$ cat src/rtl/dmx8_pkg.sv
`default_nettype none
// ============================================================================
// Module   : dmx8_pkg
// Purpose  : Shared constants and types for the dmx8_tdm demultiplexer.
//            Frame geometry (slot count / slot index width), the framing
//            state enum and the width of the optional error counter.
// Revision : 1.0  initial release
// ============================================================================
package dmx8_pkg;

  localparam int NUM_SLOTS = 8;
  localparam int SLOT_W    = 3;
  localparam int ERRCNT_W  = 8;

  typedef enum logic [0:0] {
    HUNT = 1'b0,
    RUN  = 1'b1
  } state_e;

endpackage
`default_nettype wire

$ cat src/rtl/dmx8_slot_dec.sv
`default_nettype none
// ============================================================================
// Module   : dmx8_slot_dec
// Purpose  : 3-to-8 one-hot decoder of the receive slot counter, gated by a
//            write enable. Produces the per-lane write strobes; it is the
//            receive-side mirror of the transmit mux select tree.
// Ports    : slot_i     - current slot index
//            we_i       - sample accepted into the frame this cycle
//            lane_we_o  - one-hot lane write strobe (all zero when !we_i)
// Revision : 1.0  initial release
// ============================================================================
module dmx8_slot_dec
  import dmx8_pkg::*;
(
  input  logic [SLOT_W-1:0]    slot_i,
  input  logic                 we_i,
  output logic [NUM_SLOTS-1:0] lane_we_o
);

  for (genvar k = 0; k < NUM_SLOTS; k++) begin : g_dec
    assign lane_we_o[k] = we_i && (slot_i == SLOT_W'(k));
  end

endmodule
`default_nettype wire

$ cat src/rtl/dmx8_tdm.sv
`default_nettype none
// ============================================================================
// Module   : dmx8_tdm
// Purpose  : 8-slot time-division demultiplexer. Collects an interleaved
//            sample stream (slot 0 marked by sync) into shadow lanes and
//            publishes a registered 8-lane parallel word once per complete
//            frame. Framing violations pulse frame_err and either resync
//            (early sync) or drop back to hunting (missing sync).
// Ports    : clk       - clock, rising edge
//            reset_n   - asynchronous active-low reset
//            d_in      - serial sample for the current slot
//            in_valid  - d_in valid this cycle (always consumed)
//            sync      - current sample is slot 0
//            y         - parallel frame, lane k at y[k*WIDTH +: WIDTH]
//            out_valid - one-cycle pulse when y takes a new frame
//            frame_err - one-cycle pulse after a framing violation
//            locked    - high while in RUN
//            err_cnt   - saturating frame_err count (DMX8_ERRCNT_EN only)
// Config   : DMX8_ERRCNT_EN - adds the err_cnt port and its counter
// Revision : 1.0  initial release
// ============================================================================
module dmx8_tdm
  import dmx8_pkg::*;
#(
  parameter int WIDTH = 1
) (
  input  logic                       clk,
  input  logic                       reset_n,
  input  logic [WIDTH-1:0]           d_in,
  input  logic                       in_valid,
  input  logic                       sync,
  output logic [NUM_SLOTS*WIDTH-1:0] y,
  output logic                       out_valid,
  output logic                       frame_err,
  output logic                       locked
`ifdef DMX8_ERRCNT_EN
  ,
  output logic [ERRCNT_W-1:0]        err_cnt
`endif
);

  localparam logic [SLOT_W-1:0] LAST_SLOT = SLOT_W'(NUM_SLOTS - 1);

  state_e                     state_q, state_d;
  logic [SLOT_W-1:0]          slot_q, slot_d;
  logic [SLOT_W-1:0]          wr_slot;
  logic                       wr_en;
  logic                       err_d;
  logic [NUM_SLOTS-1:0]       lane_we;
  logic [WIDTH-1:0]           shadow_q [NUM_SLOTS-1];
  logic [NUM_SLOTS*WIDTH-1:0] frame_w;
  logic [NUM_SLOTS*WIDTH-1:0] y_q;
  logic                       out_valid_q;
  logic                       frame_err_q;

  // Framing FSM / slot counter next-state. Every sample that joins a frame
  // raises wr_en; the decoded strobe for the last slot doubles as the
  // frame-complete event, so lane 7 needs no shadow storage.
  always_comb begin
    state_d = state_q;
    slot_d  = slot_q;
    wr_en   = 1'b0;
    wr_slot = slot_q;
    err_d   = 1'b0;
    if (in_valid) begin
      case (state_q)
        HUNT: begin
          if (sync) begin
            wr_en   = 1'b1;
            wr_slot = '0;
            slot_d  = SLOT_W'(1);
            state_d = RUN;
          end
        end
        RUN: begin
          if (sync) begin
            // Early sync restarts the frame from this sample.
            err_d   = (slot_q != '0);
            wr_en   = 1'b1;
            wr_slot = '0;
            slot_d  = SLOT_W'(1);
          end else if (slot_q == '0) begin
            err_d   = 1'b1;
            state_d = HUNT;
          end else begin
            wr_en   = 1'b1;
            slot_d  = slot_q + SLOT_W'(1);  // wraps 7 -> 0
          end
        end
        default: begin
          state_d = HUNT;
        end
      endcase
    end
  end

  dmx8_slot_dec u_slot_dec (
    .slot_i    (wr_slot),
    .we_i      (wr_en),
    .lane_we_o (lane_we)
  );

  for (genvar k = 0; k < NUM_SLOTS - 1; k++) begin : g_lane
    always_ff @(posedge clk or negedge reset_n) begin
      if (!reset_n) begin
        shadow_q[k] <= '0;
      end else if (lane_we[k]) begin
        shadow_q[k] <= d_in;
      end
    end
    assign frame_w[k*WIDTH +: WIDTH] = shadow_q[k];
  end

  // The final slot is taken straight from the input so y lands on the same
  // edge that accepts the slot-7 sample.
  assign frame_w[(NUM_SLOTS-1)*WIDTH +: WIDTH] = d_in;

  always_ff @(posedge clk or negedge reset_n) begin
    if (!reset_n) begin
      state_q     <= HUNT;
      slot_q      <= '0;
      y_q         <= '0;
      out_valid_q <= 1'b0;
      frame_err_q <= 1'b0;
    end else begin
      state_q     <= state_d;
      slot_q      <= slot_d;
      out_valid_q <= lane_we[NUM_SLOTS-1];
      frame_err_q <= err_d;
      if (lane_we[NUM_SLOTS-1]) begin
        y_q <= frame_w;
      end
    end
  end

  assign y         = y_q;
  assign out_valid = out_valid_q;
  assign frame_err = frame_err_q;
  assign locked    = (state_q == RUN);

`ifdef DMX8_ERRCNT_EN
  logic [ERRCNT_W-1:0] err_cnt_q;

  always_ff @(posedge clk or negedge reset_n) begin
    if (!reset_n) begin
      err_cnt_q <= '0;
    end else if (err_d && (err_cnt_q != '1)) begin
      err_cnt_q <= err_cnt_q + ERRCNT_W'(1);
    end
  end

  assign err_cnt = err_cnt_q;
`else
  // Error counter not built in this configuration.
`endif

endmodule
`default_nettype wire

$ cat config.mk
export PLATFORM = sky130hd
export DESIGN_NAME = dmx8_tdm
export DESIGN_NICKNAME = d
export VERILOG_FILES = /design/src/rtl/dmx8_pkg.sv /design/src/rtl/dmx8_slot_dec.sv /design/src/rtl/dmx8_tdm.sv
export SDC_FILE = /design/constraint.sdc
export NUM_CORES = 1
export LEC_CHECK = 0
export BUFFER_PORTS_ARGS = -buffer_cell sky130_fd_sc_hd__buf_2
export CAP_MARGIN = 30
export CORE_UTILIZATION = 57
export CTS_BUF_LIST = sky130_fd_sc_hd__clkbuf_4 sky130_fd_sc_hd__clkbuf_8
export CTS_CLUSTER_SIZE = 30
export DETAILED_ROUTE_END_ITERATION = 6
export PLACE_DENSITY_LB_ADDON = 0.2
export SYNTH_ARGS = -nofsm -noshare
export SYNTH_HDL_FRONTEND = slang
export SYNTH_SLANG_ARGS = --single-unit
$ cat constraint.sdc
create_clock -name clk -period 2.31 [get_ports clk]
set_input_delay 0.1155 -clock clk [delete_from_list [all_inputs] [get_ports clk]]
set_output_delay 0.1155 -clock clk [all_outputs]
set_load 0.005 [all_outputs]
==> reports/summary.txt, run 1 <==
Fin Setup TNS = 0 ns
Internal = 0.813 mW
Buffers added on ports = 15
Slew Viols, Final = 0
Startpoint types = register
Synthesis Warnings = 0
Die width = 44.4 µm
Total CTS buffers = 3
Num rows = 14
Final setup violation count = 0
Worst relative slew slack = 0.694
Remaining DRCs = 0
Most frequent cells in the layout = 21 x dfrtp_1, 15 x buf_2, 12 x mux2_2
Nature of the critical path endpoint = register
Worst Tran Pin Value = 0.459 ns
Hold/Removal Path Class = in -> reg
Worst path cell trace = inv_1 > ha_1 > nand2b_1 > inv_1 > ha_1 > nor2b_2 > nand2_1 > nor2_4 > mux2_2
Synth top area share = 0.513
Power Density = 1070 nW/µm²
CTS tree = built
Initial Utilization = 0.642
Switching power = 0.430 mW
Register area = 526 µm²
Reg clk slew, reported paths = 0.10 ns
Final Util = 0.729
Dpl hpwl = 1.24 mm
Clock Path Buffers = 2
Nets = 113
Leakage = 0.585 nW
Avg Cell Area, Syn = 12.0 µm²
Vias per cell = 5.48
IO Count = 16
Post-Synthesis Cells = 85
P&R area growth vs syn = 13.6%
Worst-case clock skew = 0.00358 ns
Slowest stage delay, CP = 0.37 ns
H-tree levels = 1
Fin. Hold Viols = 0
Clock power share = 0.146
WL per Instance = 13.2 µm
Die H = 44.4 µm
Clock latency on the worst-skew pair = 0.30 ns
WL final = 1.69 mm
Area contributors post-synth = dfrtp_1 51%, mux2_2 13%, ha_1 3.7%, inv_1 2.2%, nand3_1 2.0%
Initial DRC count = 9
Worst Path Arrival = 2.26 ns
# fillers = 122
Total die area = 1970 µm²
Share of layout cells above drive strength 1 = 0.385
DP Worst Slack = 0.255 ns
CP max FO = 9
DR pass1 iterations = 4
Power share of the combinational group = 0.400
Max frequency = 484 MHz
Clk sinks = 21
Wire length of the first global-routing pass = 2.88 mm
Syn_nets = 93
Vias in the first global route = 657
Largest net degree at the start of global routing = 22
Final Critical Period = 2.06 ns
Setup Crit Path Kind = reg -> reg
Multi-input gate area = 447 µm²
Final period util = 0.894
Worst hold slack = 0.111 ns
Register area share after synthesis = 0.513
N_diodes = 0
Initial antenna violation count = 0
Switching share of power = 0.346
Setup ws final = 0.246 ns
Core Footprint = 1590 µm²
Most common cell after layout, fill and taps aside = dfrtp_1
Peak supply drop = 0.663 mV
Sequential power share = 0.454
Final Wtd Congestion = 0.818
Via count = 702
Gr ovfl total = 0
Antenna Nets Post-Route = 0
Cell accounting for the most synthesized area = dfrtp_1
Max-Cap Viols = 0
Post-CTS Resized = 0
Synthesized area = 1020 µm²
#FFs+latches synth = 21
Tot Pwr = 1.24 mW
Req. time, crit path = 2.51 ns
Gr usage total = 0.206
RSZ-0062 raised after global routing = false
Status = finished clean
Slowest stage cell, crit path = mux2_2
CTS Root Cell = clkbuf_4
Cell variety after synth = 32
## routing by layer
metal  track usage  vias to the layer above  part of all wire
li1              -                      344                 -
met1         0.252                      345              0.47
met2         0.356                       11              0.50
met3        0.0612                        2             0.025
met4        0.0545                        0            0.0095
met5             0                        -                 0
## sequential cells by signal, summed over array words and instances (netlist names)
register / count
slot_q: 3
out_valid: 1
frame_w: 7
locked: 1
y: 8
frame_err: 1
## Yosys cell counts
library cell	n
a21o_2	1
a21oi_1	3
a31oi_1	2
a32o_1	1
a41o_2	1
and2_1	1
and4_1	1
buf_2	2
buf_4	1
buf_6	1
dfrtp_1	21
ha_1	3
inv_1	6
mux2_1	1
mux2_2	12
nand2_1	5
nand2b_1	1
nand3_1	4
nand4_1	2
nand4bb_1	1
nor2_1	3
nor2_4	1
nor2b_1	1
nor2b_2	1
nor2b_4	1
nor3b_1	1
nor3b_4	1
nor4b_1	1
o2111ai_1	1
o21ai_0	2
o22ai_1	1
o2bb2a_1	1
## worst max-delay path: cells and delay by family (launching register included)
family / cells / cell delay, ns
buf+inv: 2 / 0.09
simple gates: 4 / 0.69
flops: 1 / 0.36
mux: 1 / 0.37
fa+ha+maj: 2 / 0.44
## cell families after synthesis
group	count (synthesis)	synth area share
mux	13	0.143
buf+inv	10	0.0501
compound gates	13	0.0905
fa+ha+maj	3	0.0367
flops	21	0.513
simple gates	25	0.166
## metrics by stage
stage	cells	area, µm²
after CTS	128	1160
after global placement	123	1120
after global routing	128	1160
after detailed placement	123	1120
final	128	1160
after floorplan	85	1020
## timing repair
action	CTS	global route
setup buffers	0	0
endpoints found under the hold margin	21	0
hold buffers	1	0
## worst paths after layout
path                            startpoint        end  slack (ns)  depth (start not counted)
min in group asynchronous          reset_n  frame_err        0.28                          2
worst max-delay path             slot_q[0]       y[1]        0.25                          9
worst max register to register   slot_q[0]       y[1]        0.25                          9
worst min register to register        y[0]       y[0]        0.51                          1
max in group asynchronous          reset_n       y[4]        1.71                          2
worst min-delay path              in_valid  frame_err        0.11                          3
## power groups by stage
stage	combinational, mW	sequential [mW]	clock (mW)
6_report	0.497	0.565	0.182
5_1_grt	0.560	0.581	0.205
4_1_cts	0.502	0.563	0.190
3_5_place_dp	0.498	0.572	0
3_3_place_gp	0.489	0.565	0
2_1_floorplan	0.340	0.568	0
## cell type report
cell class                 count  share of cell area
inverter                       6              0.0194
timing repair buffer          19              0.0926
tap                           24              0.0258
sequential                    21               0.452
clock buffer                   4              0.0258
multi-input combinational     54               0.384
(Power assumes the default switching activity.)
==> inputs of run 2 (changes only) <==
- CAP_MARGIN: 30 -> not set
- CELL_PAD_IN_SITES_DETAIL_PLACEMENT: not set -> 0
- CELL_PAD_IN_SITES_GLOBAL_PLACEMENT: not set -> 1
- CORE_UTILIZATION: 57 -> 46
==> reports/summary.txt, run 2 (synthesized netlist as in run 1, its figures left out) <==
Status = finished clean (unchanged)
Gr ovfl total = 0 (unchanged)
Reg clk slew, reported paths = 0.11 ns (was 0.10 ns)
Max-Cap Viols = 0 (unchanged)
Die H = 49.2 µm (was 44.4 µm)
Switching share of power = 0.348 (was 0.346)
Sequential power share = 0.452 (was 0.454)
Remaining DRCs = 0 (unchanged)
Clock power share = 0.146 (about the same)
WL per Instance = 13.3 µm (was 13.2 µm)
RSZ-0062 raised after global routing = false (unchanged)
Nature of the critical path endpoint = register (unchanged)
Worst Tran Pin Value = 0.456 ns (was 0.459 ns)
CP max FO = 9 (unchanged)
Leakage = 0.585 nW (unchanged)
Nets = 113 (unchanged)
Wire length of the first global-routing pass = 3.12 mm (was 2.88 mm)
Num rows = 16 (was 14)
Share of layout cells above drive strength 1 = 0.385 (unchanged)
Vias per cell = 5.32 (was 5.48)
CTS Root Cell = clkbuf_4 (unchanged)
Clock latency on the worst-skew pair = 0.30 ns (about the same)
Power share of the combinational group = 0.401 (was 0.400)
H-tree levels = 1 (unchanged)
Hold/Removal Path Class = in -> reg (unchanged)
# fillers = 188 (was 122)
Max frequency = 482 MHz (was 484 MHz)
Worst Path Arrival = 2.26 ns (about the same)
Most frequent cells in the layout = 21 x dfrtp_1, 15 x buf_2, 12 x mux2_2 (unchanged)
Final setup violation count = 0 (unchanged)
Worst-case clock skew = 0.00703 ns (was 0.00358 ns)
Startpoint types = register (unchanged)
Peak supply drop = 0.638 mV (was 0.663 mV)
Slew Viols, Final = 0 (unchanged)
Antenna Nets Post-Route = 0 (unchanged)
Initial DRC count = 7 (was 9)
Power Density = 1070 nW/µm² (about the same)
Switching power = 0.434 mW (was 0.430 mW)
Fin Setup TNS = 0 ns (unchanged)
N_diodes = 0 (unchanged)
Final Wtd Congestion = 0.768 (was 0.818)
Fin. Hold Viols = 0 (unchanged)
IO Count = 16 (unchanged)
Setup Crit Path Kind = reg -> reg (unchanged)
Clk sinks = 21 (unchanged)
Internal = 0.813 mW (about the same)
Worst path cell trace = inv_1 > ha_1 > nand2b_1 > inv_1 > ha_1 > nor2b_2 > nand2_1 > nor2_4 > mux2_2 (unchanged)
Initial Utilization = 0.506 (was 0.642)
Final Critical Period = 2.07 ns (was 2.06 ns)
Vias in the first global route = 681 (was 657)
Dpl hpwl = 1.25 mm (was 1.24 mm)
Worst hold slack = 0.127 ns (was 0.111 ns)
Via count = 697 (was 702)
Clock Path Buffers = 2 (unchanged)
WL final = 1.74 mm (was 1.69 mm)
Final period util = 0.897 (was 0.894)
Total die area = 2420 µm² (was 1970 µm²)
Die width = 49.2 µm (was 44.4 µm)
Largest net degree at the start of global routing = 22 (unchanged)
Max reg flops = 8 (unchanged)
Most common cell after layout, fill and taps aside = dfrtp_1 (unchanged)
Post-CTS Setup Bufs = 0 (unchanged)
Core Footprint = 2020 µm² (was 1590 µm²)
P&R area growth vs syn = 13.9% (was 13.6%)
DR pass1 iterations = 4 (unchanged)
CTS tree = built (unchanged)
Gr usage total = 0.171 (was 0.206)
Worst relative slew slack = 0.696 (was 0.694)
Buffers added on ports = 15 (unchanged)
Total CTS buffers = 3 (unchanged)
Slowest stage cell, crit path = mux2_2 (unchanged)
Slowest stage delay, CP = 0.37 ns (about the same)
Req. time, crit path = 2.50 ns (was 2.51 ns)
Initial antenna violation count = 0 (unchanged)
[run 2: path summary, 6_finish.rpt]
kind	from	endpoint	slack [ns]	depth (start not counted)
max	slot_q[0]	y[5]	0.24	9
min	in_valid	frame_err	0.13	3
max reg2reg	slot_q[0]	y[5]	0.24	9
min reg2reg	frame_w[6]	frame_w[6]	0.50	1
max in group asynchronous	reset_n	y[5]	1.71	2
min in group asynchronous	reset_n	slot_q[2]	0.28	2
[run 2: repair_timing]
item	CTS	global route
endpoints found under the setup margin	0	0
hold buffers	1	0
gates resized for setup	0	0
endpoints found under the hold margin	21	0
[run 2: worst max-delay path: cells and delay by family, from the launching register on]
family / cells / cell delay [ns]
simple gates: 4 / 0.69
fa+ha+maj: 2 / 0.44
mux: 1 / 0.37
flops: 1 / 0.36
buf+inv: 2 / 0.10
[run 2: final cells by class]
type | count | area (µm²) | area share
timing repair buffer | 19 | 108 | 0.0923
tap | 27 | 33.8 | 0.0290
sequential | 21 | 526 | 0.451
inverter | 6 | 22.5 | 0.0193
multi-input combinational | 54 | 447 | 0.383
clock buffer | 4 | 30.0 | 0.0258
[run 2: per-layer routing]
layer / vias to the layer above / routed length, µm / track usage
met1: 331 / 855 / 0.234
met4: 0 / 8 / 0.0588
met3: 2 / 56 / 0.0280
met2: 18 / 816 / 0.274
met5: - / 0 / 0
li1: 346 / - / -
[run 2: power groups by stage]
stage	clock [mW]	combinational [mW]	sequential [mW]
2_1_floorplan	0	0.340	0.568
3_3_place_gp	0	0.494	0.567
3_5_place_dp	0	0.498	0.571
4_1_cts	0.192	0.505	0.564
5_1_grt	0.211	0.565	0.580
6_report	0.182	0.501	0.564
[run 2: stage by stage]
stage	utilization	setup slack (ns)	instances	total power [mW]	instance area, µm²
floorplan	-	0.271	85	0.908	1020
global route	0.577	0.0562	131	1.36	1170
CTS	0.577	0.221	131	1.26	1170
detailed placement	0.557	0.248	126	1.07	1130
finish	0.577	0.237	131	1.25	1170
global placement	0.557	0.296	126	1.06	1130
